## config.mk

```make
export PLATFORM = sky130hd
export DESIGN_NAME = serial_frame_rx
export DESIGN_NICKNAME = d
export VERILOG_FILES = /design/src/rtl/serial_frame_rx.sv
export SDC_FILE = /design/constraint.sdc
export NUM_CORES = 1
export LEC_CHECK = 0
export CORE_MARGIN = 5
export CORE_UTILIZATION = 57
export DETAILED_ROUTE_END_ITERATION = 7
export PLACE_DENSITY = 0.9
export SYNTH_ARGS = -nofsm -noshare
export SYNTH_HDL_FRONTEND = slang
export SYNTH_SLANG_ARGS = --single-unit
```

## constraint.sdc

```tcl
create_clock -name clk -period 2.59 [get_ports clk]
set_clock_uncertainty 0.05 [all_clocks]
set_input_delay 0.518 -clock clk [delete_from_list [all_inputs] [get_ports clk]]
set_output_delay 0.518 -clock clk [all_outputs]
set_load 0.1 [all_outputs]
```

## src/rtl/serial_frame_rx.sv

```systemverilog
// -----------------------------------------------------------------------------
// serial_frame_rx
//   Receiver for the single-wire serial link. The line is synchronised,
//   a start bit is detected and confirmed at mid-bit, DATA_W data bits are
//   sampled LSB-first at mid-bit, and the stop bit is checked. Good words
//   are presented on a valid/ready port backed by a one-entry holding buffer.
//
// Parameters
//   DATA_W        data bits per frame (1..16)
//   CLKS_PER_BIT  clock cycles per serial bit (even, >= 2)
//
// Ports
//   clk        system clock, rising edge
//   rst        asynchronous active-low reset
//   rx         serial line (idle 1, start 0, stop 1), asynchronous to clk
//   out_data   received word, meaningful while out_valid=1
//   out_valid  holding buffer full
//   out_ready  consumer accepts; transfer on out_valid & out_ready
//   frame_err  one-cycle pulse: stop bit sampled low
//   overrun    one-cycle pulse: good frame dropped because buffer stayed full
// -----------------------------------------------------------------------------
module serial_frame_rx #(
  parameter int DATA_W       = 8,
  parameter int CLKS_PER_BIT = 4
) (
  input  logic              clk,
  input  logic              rst,
  input  logic              rx,
  output logic [DATA_W-1:0] out_data,
  output logic              out_valid,
  input  logic              out_ready,
  output logic              frame_err,
  output logic              overrun
);

  localparam int CW = (CLKS_PER_BIT > 2) ? $clog2(CLKS_PER_BIT) : 1;
  localparam int BW = (DATA_W > 1) ? $clog2(DATA_W) : 1;

  localparam logic [CW-1:0] CYC_LAST = CW'(CLKS_PER_BIT - 1);
  localparam logic [CW-1:0] CYC_HALF = CW'(CLKS_PER_BIT / 2 - 1);
  localparam logic [BW-1:0] BIT_LAST = BW'(DATA_W - 1);

  typedef enum logic [1:0] {
    IDLE  = 2'd0,
    START = 2'd1,
    DATA  = 2'd2,
    STOP  = 2'd3
  } state_e;

  state_e              state_q, state_d;
  logic                sync1_q;
  logic                rx_s_q;
  logic [CW-1:0]       cyc_q, cyc_d;
  logic [BW-1:0]       bit_q, bit_d;
  logic [DATA_W-1:0]   shift_q, shift_d;
  logic [DATA_W-1:0]   out_data_q, out_data_d;
  logic                out_valid_q, out_valid_d;
  logic                frame_err_q, frame_err_d;
  logic                overrun_q, overrun_d;

  // Sampling instants within each state.
  logic start_mid;
  logic data_tick;
  logic stop_tick;

  assign start_mid = (state_q == START) && (cyc_q == CYC_HALF);
  assign data_tick = (state_q == DATA)  && (cyc_q == CYC_LAST);
  assign stop_tick = (state_q == STOP)  && (cyc_q == CYC_LAST);

  // ---------------------------------------------------------------------------
  // State and datapath registers
  // ---------------------------------------------------------------------------
  // NOTE: sequential state uses non-blocking assignments so every flop
  // samples the pre-edge value of every other flop, regardless of order.
  always_ff @(posedge clk or negedge rst) begin
    if (!rst) begin
      state_q     <= IDLE;
      // Synchroniser resets to the idle line level so no false start is seen.
      sync1_q     <= 1'b1;
      rx_s_q      <= 1'b1;
      cyc_q       <= '0;
      bit_q       <= '0;
      shift_q     <= '0;
      out_data_q  <= '0;
      out_valid_q <= 1'b0;
      frame_err_q <= 1'b0;
      overrun_q   <= 1'b0;
    end else begin
      state_q     <= state_d;
      sync1_q     <= rx;
      rx_s_q      <= sync1_q;
      cyc_q       <= cyc_d;
      bit_q       <= bit_d;
      shift_q     <= shift_d;
      out_data_q  <= out_data_d;
      out_valid_q <= out_valid_d;
      frame_err_q <= frame_err_d;
      overrun_q   <= overrun_d;
    end
  end

  // ---------------------------------------------------------------------------
  // Next-state logic
  // ---------------------------------------------------------------------------
  // NOTE: every always_comb output gets a default on entry so no path
  // leaves it unassigned, which would otherwise infer a latch.
  always_comb begin
    state_d = state_q;
    unique case (state_q)
      IDLE:  if (!rx_s_q) state_d = START;
      // A line that is high again at mid start bit was a glitch.
      START: if (start_mid) state_d = rx_s_q ? IDLE : DATA;
      DATA:  if (data_tick && (bit_q == BIT_LAST)) state_d = STOP;
      STOP:  if (stop_tick) state_d = IDLE;
      default: state_d = IDLE;
    endcase
  end

  // ---------------------------------------------------------------------------
  // Datapath, holding buffer and flag outputs
  // ---------------------------------------------------------------------------
  always_comb begin
    cyc_d       = (cyc_q == CYC_LAST) ? '0 : cyc_q + CW'(1);
    bit_d       = bit_q;
    shift_d     = shift_q;
    out_data_d  = out_data_q;
    // A completed handshake empties the buffer unless a load refills it below.
    out_valid_d = out_valid_q & ~out_ready;
    frame_err_d = 1'b0;
    overrun_d   = 1'b0;

    // The cycle counter restarts on every state entry and is parked in IDLE.
    if ((state_d != state_q) || (state_q == IDLE)) begin
      cyc_d = '0;
    end

    if (start_mid && !rx_s_q) begin
      bit_d = '0;
    end

    if (data_tick) begin
      // Shift right with the new sample entering at the MSB: after DATA_W
      // samples the first bit received sits in bit 0.
      shift_d         = shift_q >> 1;
      shift_d[DATA_W-1] = rx_s_q;
      bit_d           = bit_q + BW'(1);
    end

    if (stop_tick) begin
      if (rx_s_q) begin
        if (!out_valid_q || out_ready) begin
          out_data_d  = shift_q;
          out_valid_d = 1'b1;
        end else begin
          overrun_d = 1'b1;
        end
      end else begin
        frame_err_d = 1'b1;
      end
    end
  end

  assign out_data  = out_data_q;
  assign out_valid = out_valid_q;
  assign frame_err = frame_err_q;
  assign overrun   = overrun_q;

endmodule

```

# [Word-level counts from Yosys, hierarchy flattened]
# Cells that the tools add are included.
[totals] register_bits=28 out_inout_bits=11 elab_cells=51
[classes] n_addsub=2 eq_ne=7 muxes=18 bitwise_logic=2 reduce_logical=12
[ops] op="$mux 2" count=7
[ops] op="$mux 1" count=8
[ops] op="$pmux 2 s4" count=1
[ops] op="$eq 2x2->1 const B" count=3
[ops] op="$mux 3" count=2
[ops] op="$logic_and 1x1->1" count=5
[ops] op="$eq 2x1->1 const B" count=2
[ops] op="$add 3x1->3 const B" count=1
[ops] op="$eq 3x3->1 const B" count=1
[ops] op="$reduce_and 3->1" count=1
[ops] op="$add 2x1->2 const B" count=1
[ops] op="$logic_not 1->1" count=2
[ops] op="$logic_not 2->1" count=1
[ops] op="$logic_or 1x1->1" count=2
[ops] op="$ne 2x2->1" count=1
[ops] op="$reduce_bool 2->1" count=1
[ops] op="$and 1x1->1" count=1
[ops] op="$not 1->1" count=1

# [Depth between registers and ports, before layout]
[logic_depth] depth_word=8 depth_mapped=6

# [Worst setup path after synthesis]
# Ideal clock, no wire load.
[synth_timing] path_kind="register to register" startpoint="register out_valid_q, in the netlist out_valid" endpoint="register out_data_q[0], in the netlist out_data[0]" arrival_ns=1.680 path_slack_ns=0.734 stages_incl_launch_ff=5 path_buffers=1 period_less_slack_ns=1.856 cell_sequence="dfrtp_1 -> nand2b_1 -> nor2b_2 -> buf_6 -> mux2_4"
[synth_via] elab_chain_len=3
[synth_rtl] element="start, declared" line="57" rtl="logic out_valid_q, out_valid_d;"
[synth_rtl] element="start signal, assigned" line="96" rtl="out_valid_q <= out_valid_d;"
[synth_rtl] element="$logic_not 1->1" line="151" rtl="if (!out_valid_q || out_ready) begin"
[synth_rtl] element="$logic_or 1x1->1" line="151"
[synth_rtl] element="$reduce_and 3->1 (no source line)"
[synth_rtl] element="end signal, assigned" line="95" rtl="out_data_q <= out_data_d;"
[synth_rtl] element="end, declared" line="56" rtl="logic [DATA_W-1:0] out_data_q, out_data_d;"
# No other way between the ends.
# A chain may end at the register's enable or synchronous reset.

# [Worst setup path after layout]
[layout_timing] startpoint="register cyc_q[0]" endpoint="register out_data_q[6], in the netlist out_data[6]"
[layout_via] elab_chain_len=3
[layout_rtl] element="start, declared" line="53" rtl="logic [CW-1:0] cyc_q, cyc_d;"
[layout_rtl] element="start signal, assigned" line="92" rtl="cyc_q <= cyc_d;"
[layout_rtl] element="$eq 2x2->1" line="68" rtl="assign stop_tick = (state_q == STOP) && (cyc_q == CYC_LAST);"
[layout_rtl] element="$logic_and 1x1->1" line="68"
[layout_rtl] element="$reduce_and 3->1 (no source line)"
# No other way between the ends.

==> results.toml <==
[run]
maxCapViolations = 0

[final_layout]
mostFrequentLayoutCells = "nand2_1 (27), dfrtp_1 (26), buf_4 (12)"
area_growth_pct = 14.0
num_antenna_cells = 0
stdcell_count = 134
final_common_cell = "nand2_1"
fin_nets = 116
drive_gt1_frac = 0.290
final_util = 0.681
fin_area_mm2 = 0.00134

[logic_synthesis]
synth_seq_cells = 28
ys_async_sr_fraction = 1.00
synth_area_mm2 = 0.00117
syn-instance-count = 92
ys_seq_area_frac = 0.600
synth_cell_types = 23
syn_nets = 100
synth_edf_count = 0
synthFlopType = "dfrtp_1"
yosysWarningCount = 0
synth_area_per_cell_um2 = 12.7

[clock_tree]
path_clk_slew_ns = 0.13
cts_resized = 0
htree_num_levels = 1
cts_made_buffers = 3
cts_tree = "built"
cts_max_path_buffers = 2
worstSkewPairLatency_ns = 0.32
cts.sinks = 28
clock_tree.root_cell = "clkbuf_4"
postCtsSetupRepairBufs = 0
cts_hold_buffers = 0

[floorplanning]
fp-row-count = 16
pin_count = 15
die_h_um = 55.4
start_util = 0.598
dieArea_mm2 = 0.00306
die_w_um = 55.4
core_area_mm2 = 0.00196

[timing]
slew_headroom = 0.609
finalSetupTns_ns = 0
timing.hold.ws_ns = 0.315
rsz0062_at_grt = "no"
tightest_slew_ns = 0.584
setup_viol = 0
drv_slew = 0
finalCritPeriodShare = 0.738
timing.final.crit_period_ns = 1.91
max_freq_mhz = 523
worst_slack_ns = 0.679
finalHoldViolations = 0

[grt]
antenna_found_initial = 0
overflow = 0
grt_pass1_vias = 775
grtUsageTotal = 0.140
grt_max_degree = 29
grt_first_pass_wirelength_um = 3480

[power_and_ir_drop]
leakage_nw = 0.718
ir_drop_mv = 0.605
cellPowerDensity_mw_per_mm2 = 846
power_mw = 1.13

[hold_path]
min_path_type = "flop to flop"

[critical_path]
crit_type = "flop to flop"
crit_chain = "ha_1 -> nand4_2 -> nor2b_2 -> mux2_4"
cp-end-kind = "flop"
start_kind = "flop"
critPathMaxFanout = 8
cp_slowest_cell = "nor2b_2"
worst_path_largest_cell_delay_ns = 0.51
required_ns = 2.75
worstPathArrival_ns = 2.07

[route]
routedWlPerCell_um = 14.9
wirelength_um = 1990
ant_nets = 0
drc = 0
via_per_inst = 5.25
drt_pass1_iterations = 4
drt-initial-drc-count = 7
vias = 703

[place]
routabilityCongestion = 0.723
pre_cts_ws_ns = 0.401
port-buffer-count = 14
dp.cells = 130
placed_cell_area_mm2 = 0.00130
dp_hpwl_um = 1490

[outcome]
status = "completed"
==> registers in the layout (all words and copies together) (netlist names) <==
| register | cells |
|---|---|
| frame_err | 1 |
| overrun | 1 |
| out_data | 8 |
| state_q | 2 |
| rx_s_q | 1 |
| cyc_q | 2 |
| sync1_q | 1 |
| shift_q | 8 |
| out_valid | 1 |
| bit_q | 3 |
==> cells by family (layout without fill, tap and decap cells) <==
kind of cell             count (synthesis)  count (layout)  share of synthesized area
adder cells (fa/ha/maj)                  4               4                     0.0427
AO/OA/AOI/OAI                            5               5                     0.0342
multiplexers                            10              10                      0.134
AND/OR/NAND/NOR                         38              38                      0.157
buffers and inverters                    7              22                     0.0320
flip-flops                              28              28                      0.600
==> cell type report <==
type	instances	area [um^2]
clock buffers	4	36.3
multi-input cells	57	432
repair buffers	15	120
flip-flops and latches	28	703
well taps	27	33.8
inverters	3	11.3
fillers	159	626
==> synthesized netlist by cell type, drive strengths merged, types with 2 or more instances <==
master	count	area, um^2
dfrtp	26	651
buf	4	26.3
ha	4	50.1
nand2	27	101
nor3	2	10.0
mux2	9	131
a22o	2	17.5
inv	3	11.3
dfstp	2	52.6
nor2	2	7.51
==> final timing paths <==
path	slack, ns	to	start	cells past startpoint
worst max-delay path	0.68	out_data[6]	cyc_q[0]	4
worst min-delay path	0.31	rx_s_q	sync1_q	0
worst max register to register	0.68	out_data[6]	cyc_q[0]	4
worst min register to register	0.31	rx_s_q	sync1_q	0
max in group asynchronous	1.68	rx_s_q	rst	2
min in group asynchronous	0.50	shift_q[6]	rst	2
==> worst max-delay path: cells and delay by family, from the launching register on <==
kind / cells / cell delay, ns
and+or+nand+nor: 2 / 0.68
DFF: 1 / 0.40
muxes: 1 / 0.36
adders and majority gates: 1 / 0.32
==> metal layers <==
metal,vias to the layer above,share of wire,track usage
li1,335,-,-
met1,348,0.44,0.171
met2,14,0.50,0.238
met3,6,0.039,0.0303
met4,0,0.019,0.0590
met5,-,0,0
==> power breakdown <==
group / internal, mW / total (mW) / leakage (nW) / switching [mW]
Sequential: 0.516 / 0.596 / 0.373 / 0.0803
Combinational: 0.131 / 0.330 / 0.324 / 0.200
Clock: 0.0859 / 0.204 / 0.0210 / 0.118
(Power assumes the default switching activity.)
